## src/rtl/pipe_ctrl_pkg.sv

```systemverilog
// rtl/pipe_ctrl_pkg.sv - shared state encoding and defaults for the pipeline stall controller
package pipe_ctrl_pkg;

   typedef enum logic [1:0] {
      RUN    = 2'd0,
      BUBBLE = 2'd1,
      FLUSH  = 2'd2,
      MCWAIT = 2'd3
   } stateT;

   localparam int FLUSH_CYCLES_DEF = 1;
   localparam int MC_TIMEOUT_DEF   = 64;
   localparam int STALL_W          = 16;

endpackage

```

## src/rtl/pipeline_stall_ctrl_sat_counter.sv

```systemverilog
// rtl/pipeline_stall_ctrl_sat_counter.sv - width-parameterised saturating counter with enable
module sat_counter #(
   parameter int W = 16
) (
   input  logic         Clk,
   input  logic         Rst,
   input  logic         En,
   output logic [W-1:0] Count
);

   always_ff @(posedge Clk) begin
      if (Rst)
         Count <= '0;
      else if (En && (Count != '1))
         Count <= Count + W'(1);
   end

endmodule

```

## src/rtl/pipeline_stall_ctrl.sv

```systemverilog
// rtl/pipeline_stall_ctrl.sv - 5-stage pipeline stall/flush sequencer; STALL_STATS_EN enables StallCycles
module pipeline_stall_ctrl
   import pipe_ctrl_pkg::*;
#(
   parameter int FLUSH_CYCLES = FLUSH_CYCLES_DEF,
   parameter int MC_TIMEOUT   = MC_TIMEOUT_DEF,
   parameter int CNT_W        = 16
) (
   input  logic               Clk,
   input  logic               Rst,
   input  logic               LoadUseReq,
   input  logic               BranchReq,
   input  logic               MultiCycleReq,
   input  logic               MultiCycleDone,
   output logic               PCWrite,
   output logic               IFIDWrite,
   output logic               IDEXWrite,
   output logic               IFIDFlush,
   output logic               IDEXFlush,
   output logic               Busy,
   output logic               TimeoutErr,
   output logic [STALL_W-1:0] StallCycles
);

   localparam logic [CNT_W-1:0] FLUSH_LOAD = CNT_W'(FLUSH_CYCLES - 1);
   localparam logic [CNT_W-1:0] MC_LAST    = CNT_W'(MC_TIMEOUT - 1);

   stateT            state, stateNext;
   logic [CNT_W-1:0] cnt, cntNext;
   logic             errNext;

   always_ff @(posedge Clk) begin
      if (Rst) begin
         state      <= RUN;
         cnt        <= '0;
         TimeoutErr <= 1'b0;
      end else begin
         state      <= stateNext;
         cnt        <= cntNext;
         TimeoutErr <= errNext;
      end
   end

   always_comb begin
      stateNext = state;
      cntNext   = cnt;
      errNext   = TimeoutErr;
      PCWrite   = 1'b1;
      IFIDWrite = 1'b1;
      IDEXWrite = 1'b1;
      IFIDFlush = 1'b0;
      IDEXFlush = 1'b0;
      Busy      = (state != RUN);

      case (state)
         RUN: begin
            if (BranchReq) begin
               stateNext = FLUSH;
               cntNext   = FLUSH_LOAD;
            end else if (LoadUseReq) begin
               stateNext = BUBBLE;
            end else if (MultiCycleReq) begin
               stateNext = MCWAIT;
               cntNext   = '0;
            end
         end
         BUBBLE: begin
            PCWrite   = 1'b0;
            IFIDWrite = 1'b0;
            IDEXFlush = 1'b1;
            // the load-use hazard is resolved by this bubble; only a branch matters here
            if (BranchReq) begin
               stateNext = FLUSH;
               cntNext   = FLUSH_LOAD;
            end else begin
               stateNext = RUN;
            end
         end
         FLUSH: begin
            IFIDFlush = 1'b1;
            IDEXFlush = 1'b1;
            if (BranchReq)
               cntNext = FLUSH_LOAD;
            else if (cnt == '0)
               stateNext = RUN;
            else
               cntNext = cnt - CNT_W'(1);
         end
         MCWAIT: begin
            PCWrite   = 1'b0;
            IFIDWrite = 1'b0;
            IDEXWrite = 1'b0;
            // exiting at MC_LAST keeps the counter from ever wrapping
            if (MultiCycleDone) begin
               stateNext = RUN;
            end else if (cnt == MC_LAST) begin
               stateNext = RUN;
               errNext   = 1'b1;
            end else begin
               cntNext = cnt + CNT_W'(1);
            end
         end
         default: stateNext = RUN;
      endcase
   end

`ifdef STALL_STATS_EN
   sat_counter #(.W(STALL_W)) uStallCnt (
      .Clk   (Clk),
      .Rst   (Rst),
      .En    (~PCWrite),
      .Count (StallCycles)
   );
`else
   assign StallCycles = '0;
`endif

endmodule

```

## config.mk

```make
export PLATFORM = sky130hd
export DESIGN_NAME = pipeline_stall_ctrl
export DESIGN_NICKNAME = d
export VERILOG_FILES = /design/src/rtl/pipe_ctrl_pkg.sv /design/src/rtl/pipeline_stall_ctrl_sat_counter.sv /design/src/rtl/pipeline_stall_ctrl.sv
export SDC_FILE = /design/constraint.sdc
export NUM_CORES = 1
export LEC_CHECK = 0
export CAP_MARGIN = 5
export CORE_MARGIN = 2
export CORE_UTILIZATION = 55
export CTS_CLUSTER_DIAMETER = 50
export DETAILED_ROUTE_END_ITERATION = 10
export PLACE_DENSITY = 0.81
export SETUP_SLACK_MARGIN = 0.15
export SLEW_MARGIN = 25
export SYNTH_ARGS = -nofsm -noshare
export SYNTH_HDL_FRONTEND = slang
export SYNTH_HIERARCHICAL = 1
export SYNTH_SLANG_ARGS = --single-unit
```

## constraint.sdc

```tcl
create_clock -name Clk -period 3.09 [get_ports Clk]
set_input_delay 0.309 -clock Clk [delete_from_list [all_inputs] [get_ports Clk]]
set_output_delay 0.309 -clock Clk [all_outputs]
set_load 0.01 [all_outputs]
```

After elaboration in Yosys (flattened, before gate mapping)
Index checks and enable logic that the tools add are counted.
Operators by class
  reductions and logical operators: 8
  add/subtract/negate cells: 2
  mux-type cells: 22
  bitwise logic cells: 1
  equality and inequality tests: 14
Operator list (count)
  16-bit two-way mux: 8
  16-bit case mux with 4 select lines: 1
  16-bit by 1-bit adder with 16-bit output (second input constant): 1
  16-bit by 6-bit equality test with 1-bit output (second input constant): 1
  16-bit zero test: 1
  2-bit two-way mux: 8
  16-bit by 1-bit subtractor with 16-bit output (second input constant): 1
  3-bit inequality test (second input constant): 4
  2-bit inequality test (second input constant): 5
  2-bit case mux with 4 select lines: 1
  6-bit AND reduction: 1
  2-bit equality test (second input constant): 2
  1-bit two-way mux: 4
  4-bit inequality test (second input constant): 1
  4-bit AND reduction: 1
  2-bit OR reduction: 2
  3-bit AND reduction: 1
  2-bit by 1-bit equality test with 1-bit output (second input constant): 1
  2-bit zero test: 1
  2-bit nonzero test: 1
  1-bit inverter: 1
Word-level totals
  bits in registers: 19
  output and inout bits: 23
  input port bits: 6
  logic and storage cells: 50

Longest topological paths before layout
Gate-level depths: netlist of the first run.
  word-level depth: 4
  gate-level depth with buffers: 8
  mapped depth without buffers: 7

Least setup slack after synthesis of the first run
OpenSTA, ideal clock, no wires.
  kind: flip-flop to flip-flop
  from: reg cnt[1]
  to: reg state[0]
  stages on the path, launching flop included: 8
  clock period less this slack: 2.187 ns
  path slack: 0.903 ns
  data required time: 2.989 ns
  buffers on the path: 0
  library setup time: 0.101 ns
  arrival time: 2.086 ns
  cell sequence: dfxtp_1 > inv_1 > ha_1 > nor4b_4 > nand3_2 > o41a_1 > or3_1 > o41ai_1
Between the ends
  word-level cells in the longest chain between the ends: 3
  elaborated cells between the ends (all ways): 5
  classes of those cells: 3 x eq/ne; 2 x reduce/logical
RTL lines
  start: declaration: RTL line pipeline_stall_ctrl.sv:29  | logic [CNT_W-1:0] cnt, cntNext;
  start signal: assignment: RTL line pipeline_stall_ctrl.sv:39  | cnt <= cntNext;
  16-bit by 6-bit equality test with 1-bit output or 16-bit zero test (tied branches): RTL line pipeline_stall_ctrl.sv:96, pipeline_stall_ctrl.sv:84
  3-bit inequality test (no source line) or 2-bit inequality test (tied branches)
  4-bit AND reduction (no source line) (*)
  end signal: assignment: RTL line pipeline_stall_ctrl.sv:38  | state <= stateNext;
  end: declaration: RTL line pipeline_stall_ctrl.sv:28  | stateT state, stateNext;
Mark *: on every way between the ends. The rest lies on a longest branch, timed or not.
A chain may end at the register's enable or synchronous reset.

Final worst setup path of the first run
Same ends and word-level chain as after synthesis.

==> results of run 1 <==
worst register-to-register path: stages, from the launching register on:
cell,delay (ps)
dfxtp_1,410
inv_1,110
ha_1,310
nor4b_4,340
nand3_2,200
o41a_1,450
or3_1,400
o41ai_1,230
registers in the layout, indices dropped and copies added, names as in the netlist:
name,count
TimeoutErr,1
cnt,16
state,2
final cells by class:
class                      instances  area [um^2]  area share
multi-input combinational        202         1390       0.677
sequential                        19          380       0.185
timing repair buffer              17          158      0.0766
tap                               46         57.6      0.0280
inverter                          11         41.3      0.0201
clock buffer                       3         22.5      0.0109
clock inverter                     1         5.00     0.00243
metal layers:
metal,global-route usage,part of all wire
met5,0,0
met2,0.414,0.45
met4,0.125,0.031
met1,0.375,0.42
met3,0.0573,0.097
per-stage QoR:
step	power [mW]	cells	setup slack, ps
3_5_place_dp	1.70	295	565
3_3_place_gp	1.68	295	656
6_report	1.88	299	554
5_1_grt	2.02	299	375
4_1_cts	1.85	299	594
2_1_floorplan	1.46	272	903
cells in the final DEF, fill, tap and decap left out, types with 3 or more instances in the layout:
master           netlist  final
a211oi_1               9      9
a21oi_1                7      7
a31oi_1                3      3
and3_1                 4      4
buf_4                 18      5
clkbuf_4               0      3
clkdlybuf4s50_1        0     12
conb_1                 1     16
dfxtp_1               19     19
ha_1                   6      6
inv_1                 11     11
nand2_1               18     18
nand2b_1               4      4
nand3_1               11     11
nand4_1                7      7
nor2_1                19     19
nor3_1                10     10
nor4_1                 6      6
o21ai_0                8      8
o221a_1                5      5
o221ai_1               4      4
o32ai_1                5      5
or2_2                  3      3
or3_1                  4      4
or4_1                  3      3
xnor2_1                3      3
power breakdown:
| part | internal, mW | switching, mW |
|---|---|---|
| sequential | 0.307 | 0.139 |
| combinational | 0.548 | 0.745 |
| clock | 0.0486 | 0.0900 |
| total | 0.903 | 0.973 |
cells by family after synthesis:
group / count (synthesis) / share of synthesized area
AO/OA/AOI/OAI: 78 / 0.331
XOR/XNOR: 3 / 0.0131
adder cells (fa/ha/maj): 6 / 0.0374
buffers and inverters: 51 / 0.145
flip-flops: 19 / 0.189
multiplexers: 1 / 0.00498
other: 1 / 0.00187
AND/OR/NAND/NOR: 98 / 0.277
how the worst max path moves through the flow:
stage	slack, ps	endpoint
after floorplan	900	state[0]
after detailed placement	570	cnt[11]
after CTS	590	state[0]
after global placement	660	cnt[11]
after global routing	370	state[0]
final	550	state[0]
==> flow_summary_export.csv, run 1 <==
group,metric,value,unit
layout,num-fill-cells,320,
detailed_routing,wire_per_inst,17.8,um
timing,hold_violations,0,
clock_network,root_buffer,"clkbuf_4",
logic_synthesis,syn_inst,257,
logic_synthesis,synth.top_cells.by_area,"dfxtp_1, buf_4, ha_1",
detailed_routing,routed_wl,5340,um
logic_synthesis,ys_warn_count,6,
logic_synthesis,synth_top_area_frac,0.189,
detailed_routing,drt-pass1-iter-count,5,
clock_network,numCtsBuffers,3,
timing,slew_headroom,0.490,
setup_path,crit_chain,"inv_1, ha_1, nor4b_4, nand3_2, o41a_1, or3_1, o41ai_1",
placement,io_buffer_count,12,
die,die_width,64.4,um
layout,final_nets,266,
setup_path,cpPeakStageDelay,440,ps
grt,antenna_found_initial,0,
logic_synthesis,synth_edf_count,0,
setup_path,critPathLaunch,"cnt[1]",
clock_network,cts_tree,"done",
timing,min_period_over_period,0.821,
setup_path,critPathKind,"reg2reg",
detailed_routing,first_iter_violations,165,
timing,min_period,2540,ps
setup_path,path_max_fanout,9,
layout,final_cell_area,0.00206,mm^2
setup_path,r2r_setup_slack,550,ps
detailed_routing,post_drt_via_cell_ratio,6.79,
power_and_ir_drop,leakage,0.686,nW
setup_path,r2r.worst_path.cells,7,
timing,maxSlewViolCount,0,
placement,gp_congestion,0.952,
timing,fin_tns_setup,0,ps
setup_path,r2r-start,"cnt[1]",
setup_path,crit_cells,7,
grt,grt_max_degree,30,
die,io_pins,29,
clock_network,ctsHoldBuffers,0,
logic_synthesis,netlist_top_cells_count,"dfxtp_1, nor2_1, buf_4, nand2_1, clkbuf_1",
hold_path,whs_path_depth,2,
hold_path,min_path_type,"reg2reg",
timing,worstMarginPinSlew,765,ps
flow_run,maxCapViolations,0,
layout,drive_gt1_frac,0.111,
timing,rsz0062_at_grt,"no",
setup_path,cp_top_family,"simple AND/OR/NAND/NOR gates",
setup_path,r2r_end,"state[0]",
setup_path,cpMaxStageDelayCell,"o41a_1",
clock_network,postCtsResizedCells,0,
logic_synthesis,netlist_area,0.00201,mm^2
timing,skew,14.9,ps
setup_path,cp_num_buf_inv,1,
logic_synthesis,syn_area_per_cell,7.82,um^2
clock_network,post-cts-setup-buffers,0,
clock_network,clock_path_buffers,2,
logic_synthesis,synthArstFlopShare,0,
clock_network,cts.clk_slew.worst_paths,130,ps
setup_path,arrival,2760,ps
clock_network,cts-htree-levels,1,
timing,whs,492,ps
timing,setup_violations,0,
detailed_routing,drt.antenna.violating_nets,0,
clock_network,insertion_delay,320,ps
grt,grt_pass1_wl,9000,um
grt,grt_pass1_vias,1855,
logic_synthesis,synth.distinct_cells,65,
logic_synthesis,yosys.area.top_type,"dfxtp_1",
setup_path,endpoint_kind,"flip-flop",
clock_network,clkSinkCount,19,
power_and_ir_drop,powerDensity,912,mW/mm^2
die,core_area,0.00342,mm^2
hold_path,hp-start,"TimeoutErr",
timing,max_freq,394,MHz
power_and_ir_drop,max-vdd-ir-drop,0.000487,V
setup_path,crit_path_start_kind,"flip-flop",
layout,synthToLayoutAreaGrowth,2.43,%
placement,dpl_cell_area,0.00203,mm^2
die,die_h,64.4,um
run_status,status,"finished, final reports clean",
placement,hpwl,3670,um
layout,final_core_util,0.603,
grt,overflow,0,
hold_path,min_to,"TimeoutErr",
detailed_routing,vias,2029,
detailed_routing,drc,0,
logic_synthesis,synth_seq_cells,19,
die,initial_core_util,0.588,
die,fp.dieArea,0.00415,mm^2
logic_synthesis,synth_ff_type,"dfxtp_1",
die,rows,21,
layout,antenna_cells,0,
setup_path,required,3310,ps
grt,track_usage,0.274,
logic_synthesis,synth.yosys.seq_area_share,0.189,
No activity file was read; power rests on OpenSTA's default activity.
==> run 2, diff against run 1 <==
clock period = 2.4 ns   (was 3.09 ns; I/O delays follow)
==> run 2 against run 1 <==
Compared with the run above:
- global-route usage hardly changed
- first-iteration DRC count is 7.3% higher
- die area stayed put
- largest power group unchanged
==> flow_summary_export.csv, run 2 (synthesis results as in run 1) <==
group,metric,value,unit
setup_path,critPathLaunch,"cnt[14]",
setup_path,r2r_setup_slack,220,ps
setup_path,r2r-start,"cnt[14]",
grt,track_usage,0.275,
detailed_routing,routed_wl,5700,um
clock_network,clkSinkCount,19,
timing,slew_headroom,0.644,
clock_network,insertion_delay,330,ps
layout,largest-register,"cnt",
layout,largest_register_ffs,16,
layout,final_nets,284,
run_status,status,"finished, final reports clean",
detailed_routing,first_iter_violations,177,
die,die_width,64.4,um
clock_network,cts.clk_slew.worst_paths,130,ps
timing,worstMarginPinSlew,534,ps
placement,io_buffer_count,12,
setup_path,critPathKind,"reg2reg",
setup_path,cpMaxStageDelayCell,"or4_4",
layout,final_common_cell,"buf_4",
layout,final_core_util,0.654,
layout,register_area,387,um^2
die,fp.dieArea,0.00415,mm^2
grt,grt_pass1_wl,9070,um
timing,setup_violations,0,
timing,min_period,2180,ps
timing,skew,19.0,ps
setup_path,path_max_fanout,9,
clock_network,cts-htree-levels,1,
setup_path,endpoint_kind,"flip-flop",
setup_path,r2r.worst_path.cells,6,
clock_network,numCtsBuffers,3,
die,rows,21,
timing,maxSlewViolCount,0,
setup_path,crit_chain,"or4_4, or3_4, o22ai_4, buf_6, a211oi_1, o221a_1",
detailed_routing,drt-pass1-iter-count,5,
timing,max_freq,459,MHz
layout,final_cell_mix,"buf_4, nor2_1, nand2_1, dfxtp_1, conb_1",
flow_run,maxCapViolations,0,
setup_path,cp_top_family,"simple AND/OR/NAND/NOR gates",
placement,hpwl,3820,um
clock_network,root_buffer,"clkbuf_4",
layout,num-fill-cells,316,
setup_path,crit_path_start_kind,"flip-flop",
setup_path,r2r_end,"cnt[2]",
placement,gp_congestion,0.906,
detailed_routing,wire_per_inst,18.0,um
layout,multi_input_area,0.00142,mm^2
die,core_area,0.00342,mm^2
detailed_routing,drt.antenna.violating_nets,0,
clock_network,clock_path_buffers,2,
hold_path,whs_path_depth,2,
grt,grt_pass1_vias,1885,
hold_path,hp-start,"TimeoutErr",
grt,overflow,0,
detailed_routing,vias,2110,
die,initial_core_util,0.588,
power_and_ir_drop,power,2.70,mW
setup_path,arrival,2400,ps
grt,grt_max_degree,30,
die,io_pins,29,
layout,drive_gt1_frac,0.196,
detailed_routing,drc,0,
grt,antenna_found_initial,0,
layout,largest_registers,"cnt: 16 flops, state: 2 flops, TimeoutErr: 1 flops",
timing,hold_violations,0,
layout,synthToLayoutAreaGrowth,11.2,%
timing,rsz0062_at_grt,"no",
layout,antenna_cells,0,
clock_network,cts_tree,"done",
clock_network,ctsHoldBuffers,0,
power_and_ir_drop,powerDensity,1210,mW/mm^2
setup_path,cpPeakStageDelay,570,ps
setup_path,cp_num_buf_inv,1,
timing,min_period_over_period,0.909,
die,die_h,64.4,um
setup_path,required,2610,ps
power_and_ir_drop,max-vdd-ir-drop,0.000585,V
power_and_ir_drop,leakage,0.780,nW
detailed_routing,post_drt_via_cell_ratio,6.66,
timing,fin_tns_setup,0,ps
hold_path,min_path_type,"reg2reg",
hold_path,min_to,"TimeoutErr",
-- run 2: cell count changes in the layout (fill, tap and decap cells not counted), sizes merged --
| cell | change |
|---|---|
| buf | +18 |
| clkbuf | +1 |
| clkinv | -1 |
| clkinvlp | +1 |
| inv | -1 |
-- run 2: what timing repair did --
item / CTS / global route
cloned: 0 / 0
endpoints found under the setup margin: 2 / 19
setup buffers: 1 / 3
gates resized for setup: 1 / 12
pin swaps: 0 / 1
-- run 2: layer usage --
| metal | wire, um | global-route usage |
|---|---|---|
| met1 | 2350 | 0.390 |
| met2 | 2660 | 0.424 |
| met3 | 563 | 0.0451 |
| met4 | 130 | 0.0878 |
| met5 | 0 | 0 |
-- run 2: worst max path at each step --
stage                end  slack [ps]  cells past startpoint
2_1_floorplan   state[0]         210                      7
3_3_place_gp    state[0]         180                      7
5_1_grt          cnt[14]         100                      5
3_5_place_dp      cnt[0]         160                      9
4_1_cts        IDEXWrite         150                      4
6_report          cnt[2]         220                      6
-- run 2: area by class of cell --
type,instances,area share
repair buffers,35,0.134
multi-input cells,202,0.635
flip-flops and latches,19,0.173
clock buffers,4,0.0118
inverters,11,0.0202
well taps,46,0.0258
-- run 2: tightest hold or removal path: stages, from the launching register on --
cell and delay (ps):
dfxtp_1 360, a31oi_1 50, nor2_1 70
-- run 2: per-stage QoR --
step | cells | setup WS (ps) | area [um^2] | hold WS (ps)
6_report | 317 | 219 | 2230 | 510
5_1_grt | 317 | 98.8 | 2230 | 559
4_1_cts | 314 | 150 | 2170 | 509
3_5_place_dp | 309 | 163 | 2140 | 476
3_3_place_gp | 309 | 184 | 2140 | 483
2_1_floorplan | 272 | 213 | 2070 | 309
-- run 2: report_power, final --
group          switching, mW  internal [mW]  leakage, nW
clock                  0.119         0.0652       0.0150
sequential             0.133          0.401        0.156
combinational           1.08          0.898        0.609
total                   1.33           1.36        0.780
